==> src/rtl/alu_seq_pkg.sv <==
// alu_seq_pkg: shared opcode values, FSM state encoding and settle-window
// bounds for the ALU operation sequencer.
package alu_seq_pkg;

    // Opcode layout is {sub, s1, s2}
    localparam logic [2:0] OP_AND = 3'b000;
    localparam logic [2:0] OP_OR  = 3'b001;
    localparam logic [2:0] OP_ADD = 3'b010;
    localparam logic [2:0] OP_SUB = 3'b110;
    localparam logic [2:0] OP_SLT = 3'b111;

    typedef enum logic [1:0] {
        IDLE  = 2'd0,
        DRIVE = 2'd1,
        RESP  = 2'd2
    } state_t;

    // Settle window is counted by an 8-bit down-counter
    localparam int SETTLE_MIN = 1;
    localparam int SETTLE_MAX = 255;
    localparam int CNT_W      = 8;

endpackage

==> src/rtl/alu_op_decode.sv <==
// alu_op_decode: splits a sequencer opcode into ALU control lines.
// With ALU_SEQ_OPCHECK_EN defined, opcodes 011/100/101 are flagged illegal;
// otherwise every opcode is reported legal and drives the ALU raw.
module alu_op_decode
    import alu_seq_pkg::*;
(
    input  logic [2:0] op,
    output logic       s1,
    output logic       s2,
    output logic       sub,
    output logic       is_slt,
    output logic       legal
);

    assign sub    = op[2];
    assign s1     = op[1];
    assign s2     = op[0];
    assign is_slt = (op == OP_SLT);

`ifdef ALU_SEQ_OPCHECK_EN
    assign legal = (op == OP_AND) || (op == OP_OR) || (op == OP_ADD) ||
                   (op == OP_SUB) || (op == OP_SLT);
`else
    assign legal = 1'b1;
`endif

endmodule

==> src/rtl/alu_op_sequencer.sv <==
// alu_op_sequencer: accepts a command, drives the ripple ALU from registers
// for SETTLE cycles, captures its outputs and returns them over valid/ready.
// Optional opcode checking is enabled with ALU_SEQ_OPCHECK_EN.
//
// Handshakes: a transfer happens on a rising edge where valid and ready are
// both 1; valid, once raised, holds with its data stable until that edge.
module alu_op_sequencer
    import alu_seq_pkg::*;
#(
    parameter int WIDTH  = 32,
    parameter int SETTLE = 4     // SETTLE_MIN..SETTLE_MAX
) (
    input  logic             clk,
    input  logic             rst,
    input  logic             cmd_valid,
    output logic             cmd_ready,
    input  logic [2:0]       cmd_op,
    input  logic [WIDTH-1:0] cmd_a,
    input  logic [WIDTH-1:0] cmd_b,
    input  logic             cmd_cin,
    output logic [WIDTH-1:0] alu_a,
    output logic [WIDTH-1:0] alu_b,
    output logic             alu_s1,
    output logic             alu_s2,
    output logic             alu_sub,
    output logic             alu_cin,
    input  logic [WIDTH-1:0] alu_f,
    input  logic             alu_cout,
    input  logic             alu_zero,
    input  logic             alu_set,
    output logic             rsp_valid,
    input  logic             rsp_ready,
    output logic [WIDTH-1:0] rsp_data,
    output logic             rsp_cout,
    output logic             rsp_zero,
    output logic             rsp_err
);

    localparam logic [CNT_W-1:0] CNT_LOAD = CNT_W'(SETTLE - 1);

    state_t             state;
    logic [CNT_W-1:0]   cnt;
    logic               slt_q;

    logic dec_s1, dec_s2, dec_sub, dec_slt, dec_legal;

    alu_op_decode u_decode (
        .op     (cmd_op),
        .s1     (dec_s1),
        .s2     (dec_s2),
        .sub    (dec_sub),
        .is_slt (dec_slt),
        .legal  (dec_legal)
    );

`ifdef ALU_SEQ_OPCHECK_EN
    logic err_q;
    logic ill_q;   // current command is illegal: respond with zeros and err
    assign rsp_err = err_q;
`else
    assign rsp_err = 1'b0;
`endif

    // Sequencer FSM: accept, hold operands for the settle window, capture, respond
    always_ff @(posedge clk) begin
        if (rst) begin
            state     <= IDLE;
            cmd_ready <= 1'b1;
            rsp_valid <= 1'b0;
            cnt       <= '0;
            slt_q     <= 1'b0;
            alu_a     <= '0;
            alu_b     <= '0;
            alu_s1    <= 1'b0;
            alu_s2    <= 1'b0;
            alu_sub   <= 1'b0;
            alu_cin   <= 1'b0;
            rsp_data  <= '0;
            rsp_cout  <= 1'b0;
            rsp_zero  <= 1'b0;
`ifdef ALU_SEQ_OPCHECK_EN
            err_q     <= 1'b0;
            ill_q     <= 1'b0;
`endif
        end else begin
            case (state)
                IDLE: begin
                    if (cmd_valid) begin
                        cmd_ready <= 1'b0;
                        state     <= DRIVE;
                        if (dec_legal) begin
                            alu_a   <= cmd_a;
                            alu_b   <= cmd_b;
                            alu_s1  <= dec_s1;
                            alu_s2  <= dec_s2;
                            alu_sub <= dec_sub;
                            alu_cin <= cmd_cin & (cmd_op == OP_ADD);
                            slt_q   <= dec_slt;
                            cnt     <= CNT_LOAD;
`ifdef ALU_SEQ_OPCHECK_EN
                            ill_q   <= 1'b0;
`endif
                        end else begin
                            // ALU lines untouched; answer on the very next edge
                            cnt     <= '0;
`ifdef ALU_SEQ_OPCHECK_EN
                            ill_q   <= 1'b1;
`endif
                        end
                    end
                end
                DRIVE: begin
                    if (cnt == '0) begin
                        rsp_valid <= 1'b1;
                        state     <= RESP;
`ifdef ALU_SEQ_OPCHECK_EN
                        if (ill_q) begin
                            rsp_data <= '0;
                            rsp_cout <= 1'b0;
                            rsp_zero <= 1'b0;
                            err_q    <= 1'b1;
                        end else
`endif
                        begin
                            rsp_data <= slt_q ? {{(WIDTH-1){1'b0}}, alu_set} : alu_f;
                            rsp_cout <= alu_cout;
                            rsp_zero <= alu_zero;
`ifdef ALU_SEQ_OPCHECK_EN
                            err_q    <= 1'b0;
`endif
                        end
                    end else begin
                        cnt <= cnt - 1'b1;
                    end
                end
                RESP: begin
                    if (rsp_ready) begin
                        rsp_valid <= 1'b0;
                        cmd_ready <= 1'b1;
                        state     <= IDLE;
                    end
                end
                default: begin
                    state     <= IDLE;
                    cmd_ready <= 1'b1;
                    rsp_valid <= 1'b0;
                end
            endcase
        end
    end

endmodule

==> config.mk <==
export PLATFORM = sky130hd
export DESIGN_NAME = alu_op_sequencer
export DESIGN_NICKNAME = d
export VERILOG_FILES = /design/src/rtl/alu_seq_pkg.sv /design/src/rtl/alu_op_decode.sv /design/src/rtl/alu_op_sequencer.sv
export SDC_FILE = /design/constraint.sdc
export NUM_CORES = 1
export LEC_CHECK = 0
export CAP_MARGIN = 30
export CORE_ASPECT_RATIO = 0.8
export CORE_MARGIN = 1.5
export CORE_UTILIZATION = 42
export CTS_CLUSTER_DIAMETER = 200
export DETAILED_ROUTE_END_ITERATION = 16
export PLACE_DENSITY_LB_ADDON = 0.1
export SLEW_MARGIN = 30
export SYNTH_ARGS = -nofsm -noshare
export SYNTH_HDL_FRONTEND = slang
export SYNTH_SLANG_ARGS = --single-unit
==> constraint.sdc <==
create_clock -name clk -period 3.2 [get_ports clk]
set_clock_uncertainty 0.2 [all_clocks]
set_input_delay 0.64 -clock clk [delete_from_list [all_inputs] [get_ports clk]]
set_output_delay 0.64 -clock clk [all_outputs]
set_load 0.05 [all_outputs]
After elaboration in Yosys (flattened, before gate mapping). Index checks and enable logic that the tools add are counted.

Input port bits: 107. Latch bits: 0. Bits in writable memories: 0. Word-level logic and storage cells: 49. Memory bits (read-only): 0. Memories kept: 0. Bits in registers: 115.

Eq/ne operators: 8. Mux-type cells: 14. Div/mod/pow operators: 0. Shift-type cells: 0. Reductions and logical operators: 9. Add/sub/neg operators: 1. $lt $le $gt $ge: 0. $mul: 0. Bitwise gates (word level): 3.

Operators with widths (number): 2-to-1 mux 32 bit (1); 2-to-1 mux 8 bit (2); case mux 8 bit (2 select lines) (1); AND reduction 3 bit (4); zero test 8 bit (1); inequality test 2 bit, second input constant (4); subtractor 8 x 1 -> 8 bit, second input constant (1); 2-to-1 mux 2 bit (3); case mux 1 bit (3 select lines) (2); case mux 2 bit (3 select lines) (1); 2-to-1 mux 1 bit (4); AND reduction 2 bit (2); equality test 3 x 2 -> 1 bit, second input constant (1); equality test 3 bit, second input constant (1); equality test 2 x 1 -> 1 bit, second input constant (1); equality test 2 bit, second input constant (1); zero test 2 bit (1); inverter 1 bit (2); nonzero test 2 bit (1); bitwise AND 1 bit (1).

Longest topological paths before layout.
Depth in word-level cells: 3. Mapped depth: 7.

By module. From an unflattened synthesis, not the netlist that was laid out.

Cells, all modules: 535. Area, all modules: 4381.7 um^2.

By module, submodules not included: alu_op_sequencer (area an instance 4341.7 um^2, times used 1, cells each 529); alu_op_decode (area an instance 40.0 um^2, times used 1, cells each 6).

Worst setup path after synthesis. Ideal clock, no wire load.

Path kind: in2reg. Start: in rst. End: reg alu_a[28]. Library setup time: 0.132 ns. Stages: 4. Arrival: 1.553 ns. Buffers on the path: 3. Setup slack: 1.315 ns. Path through: clkbuf_1 buf_1 clkbuf_1 a21oi_1.

RTL lines: start, declared (line alu_op_sequencer.sv:14) `input logic rst,`; end signal, assigned (line alu_op_sequencer.sv:92) `alu_a <= cmd_a;`; end, declared (line alu_op_sequencer.sv:21) `output logic [WIDTH-1:0] alu_a,`.

No word-level cell between the ends.

Worst setup path in the final report.
Start: reg alu_a[28]. End: out alu_a[28].

No word-level cell between the ends.

==> impl_metrics.env <==
export IMPL_yosysMostFrequentCell="nand2_1"
export IMPL_critPathBufInv=1
export IMPL_fp_dieH_um=90.7
export IMPL_yosys_area_share_simple_pct=18.4
export IMPL_drt_wl_total_um=12000
export IMPL_layout_drive_gt1_share_pct=7.65
export IMPL_ys_ff_latch=115
export IMPL_critical_path_slowest_cell="clkdlybuf4s50_1"
export IMPL_synth_nets=560
export IMPL_via_count=3879
export IMPL_muxShareOfSynthArea_pct=1.02
export IMPL_grt_pass1_vias=3872
export IMPL_cp_end_kind="primary output"
export IMPL_die_w_um=113
export IMPL_cts_inserted_buffers=17
export IMPL_final_max_slew_viol_count=0
export IMPL_syn_area_um2=4040
export IMPL_period_share_pct=76.1
export IMPL_rows=31
export IMPL_async_flop_share_pct=0
export IMPL_antenna_found_initial=0
export IMPL_fillers=702
export IMPL_hold_viol_final=0
export IMPL_worst_slew_pin_slew_ns=0.719
export IMPL_p_leak_nw=2.59
export IMPL_slew_headroom_pct=52.1
export IMPL_core_um2=9190
export IMPL_place_congestion=0.804
export IMPL_critPathKind="reg -> out"
export IMPL_place_port_buffers=210
export IMPL_layout_nets=763
export IMPL_start_util_pct=43.9
export IMPL_dr_pass1_iters=4
export IMPL_synth_fa_ha_area_share_pct=0.620
export IMPL_grt_remaining_overflow=0
export IMPL_crit_family="buffers and inverters"
export IMPL_ys_types=40
export IMPL_power_mw=4.97
export IMPL_setup_viol=0
export IMPL_synth_edff_count=0
export IMPL_fin_crit_ns=2.44
export IMPL_syn_to_final_growth_pct=69.0
export IMPL_ir_drop_mv=0.539
export IMPL_rsz0062_at_grt="no"
export IMPL_max_freq_mhz=411
export IMPL_post_cts_buffers=0
export IMPL_netlist_top_cells_count="nand2_1 (139), dfxtp_1 (115), a21oi_1 (76)"
export IMPL_syn_inst=451
export IMPL_synthFlopType="dfxtp_1"
export IMPL_start_kind="flip-flop"
export IMPL_hpwlAfterDp_um=8440
export IMPL_synth_top_family_by_area="compound AO/OA/AOI/OAI gates"
export IMPL_cts_max_path_buffers=2
export IMPL_drcViolationCount=0
export IMPL_wl_per_cell_um=15.3
export IMPL_grt_max_degree=46
export IMPL_ios=212
export IMPL_powerDensity_nw_per_um2=728
export IMPL_drtIter0Drc=264
export IMPL_tns_ns=0
export IMPL_cts_sinks=115
export IMPL_clkLatencyLatePin_ns=0.41
export IMPL_cts_tree="done"
export IMPL_clk_pin_slew_ns=0.05
export IMPL_path_cells="clkdlybuf4s50_1"
export IMPL_cts_max_level=4
export IMPL_synth_largest_area_cell="dfxtp_1"
export IMPL_synth_top_cell_area_share_pct=57.0
export IMPL_hold_class="reg -> reg"
export IMPL_drv_cap=0
export IMPL_status="complete, no violations"
export IMPL_cp_required_ns=2.36
export IMPL_ant_nets=0
export IMPL_path_max_fanout=2
export IMPL_cp_arrival_ns=1.60
export IMPL_cts_resized=0
export IMPL_ys_seq_area_share_pct=57.0
export IMPL_n_antenna_cell=0
export IMPL_slowest_delay_ns=0.82
export IMPL_die_area_um2=10200
export IMPL_ys_warnings_count=0
export IMPL_root_buffer="clkbuf_16"
export IMPL_synth_compound_area_share_pct=18.5
export IMPL_synth_xor_area_share_pct=0.217
export IMPL_avgSynthCellArea_um2=8.95
export IMPL_grtUsageTotal_pct=24.4
export IMPL_grt_first_pass_wirelength_um=19300
export IMPL_cts_hold_buf=0
export IMPL_drt_vias_per_instance=4.96
export IMPL_synthTopCellsByArea="dfxtp_1 (57%), nand2_1 (13%), a21oi_1 (9.4%)"
## flip-flops by register name (all words and copies together), names as in the netlist, 2 cells and up
register / cells
cnt: 8
rsp_data: 32
alu_b: 32
alu_a: 32
state: 2
## worst register-to-register path, delay by kind of cell (launching register included)
kind,cells,cell delay [ns]
adders and majority gates,1,0.18
DFF,1,0.31
and+or+nand+nor,3,0.89
AOI/OAI and AO/OA,1,0.22
buffers and inverters,2,0.45
## cells in the final DEF, fill, tap and decap left out, drive strengths merged, types with 4 or more instances in the layout
master and count:
a21oi 76, a22o 31, buf 8, clkbuf 23
clkdlybuf4s50 209, clkinv 4, dfxtp 115, nand2 139
nor2 9, nor3 4, o21ai 5, or3 6
## cell families (layout without fill, tap and decap cells)
family / after synthesis / in the layout
flops: 115 / 115
other cells: 1 / 1
buf+inv: 36 / 252
simple gates: 171 / 171
fa+ha+maj: 2 / 2
mux: 4 / 4
compound gates: 121 / 121
xor+xnor: 1 / 1
## metal layers
metal / share of wire [%] / up-vias / global-route usage [%]
met3: 9.9 / 17 / 10.7
met2: 48 / 155 / 40.5
met4: 1.9 / 0 / 10.8
met5: 0 / - / 0
met1: 40 / 1776 / 27.0
li1: - / 1931 / -
## final cells by class
class / count / area [um2] / area share, %
well taps: 115 / 144 / 2.11
multi-input cells: 300 / 1580 / 23.1
clock buffers: 23 / 498 / 7.30
inverters: 3 / 11.3 / 0.165
flip-flops and latches: 115 / 2300 / 33.8
repair buffers: 217 / 2160 / 31.7
clock inverters: 9 / 125 / 1.83
## report_power, final
part,switching [mW],internal [mW],total [mW]
Clock,0.630,1.32,1.95
Sequential,0.0957,1.59,1.68
Combinational,0.828,0.504,1.33
Total,1.55,3.41,4.97
## per-stage QoR
step | utilization, % | cell area [um2] | hold WS, ns | setup slack, ns | instances
floorplan | - | 4040 | 0.260 | 1.31 | 451
global placement | 67.4 | 6200 | 0.242 | 0.759 | 750
detailed placement | 67.4 | 6200 | 0.245 | 0.750 | 750
CTS | 74.2 | 6820 | 0.253 | 0.744 | 782
global route | 74.2 | 6820 | 0.264 | 0.692 | 782
finish | 74.2 | 6820 | 0.251 | 0.765 | 782
## final timing paths
check	slack, ns	depth (start not counted)	endpoint	startpoint
min reg2reg	0.25	2	alu_a[15]	alu_a[15]
max	0.76	1	alu_a[28]	alu_a[28]
min	0.25	2	alu_a[15]	alu_a[15]
max reg2reg	0.88	7	rsp_data[28]	cnt[0]
Note: power is estimated with default switching activity, not from simulation.
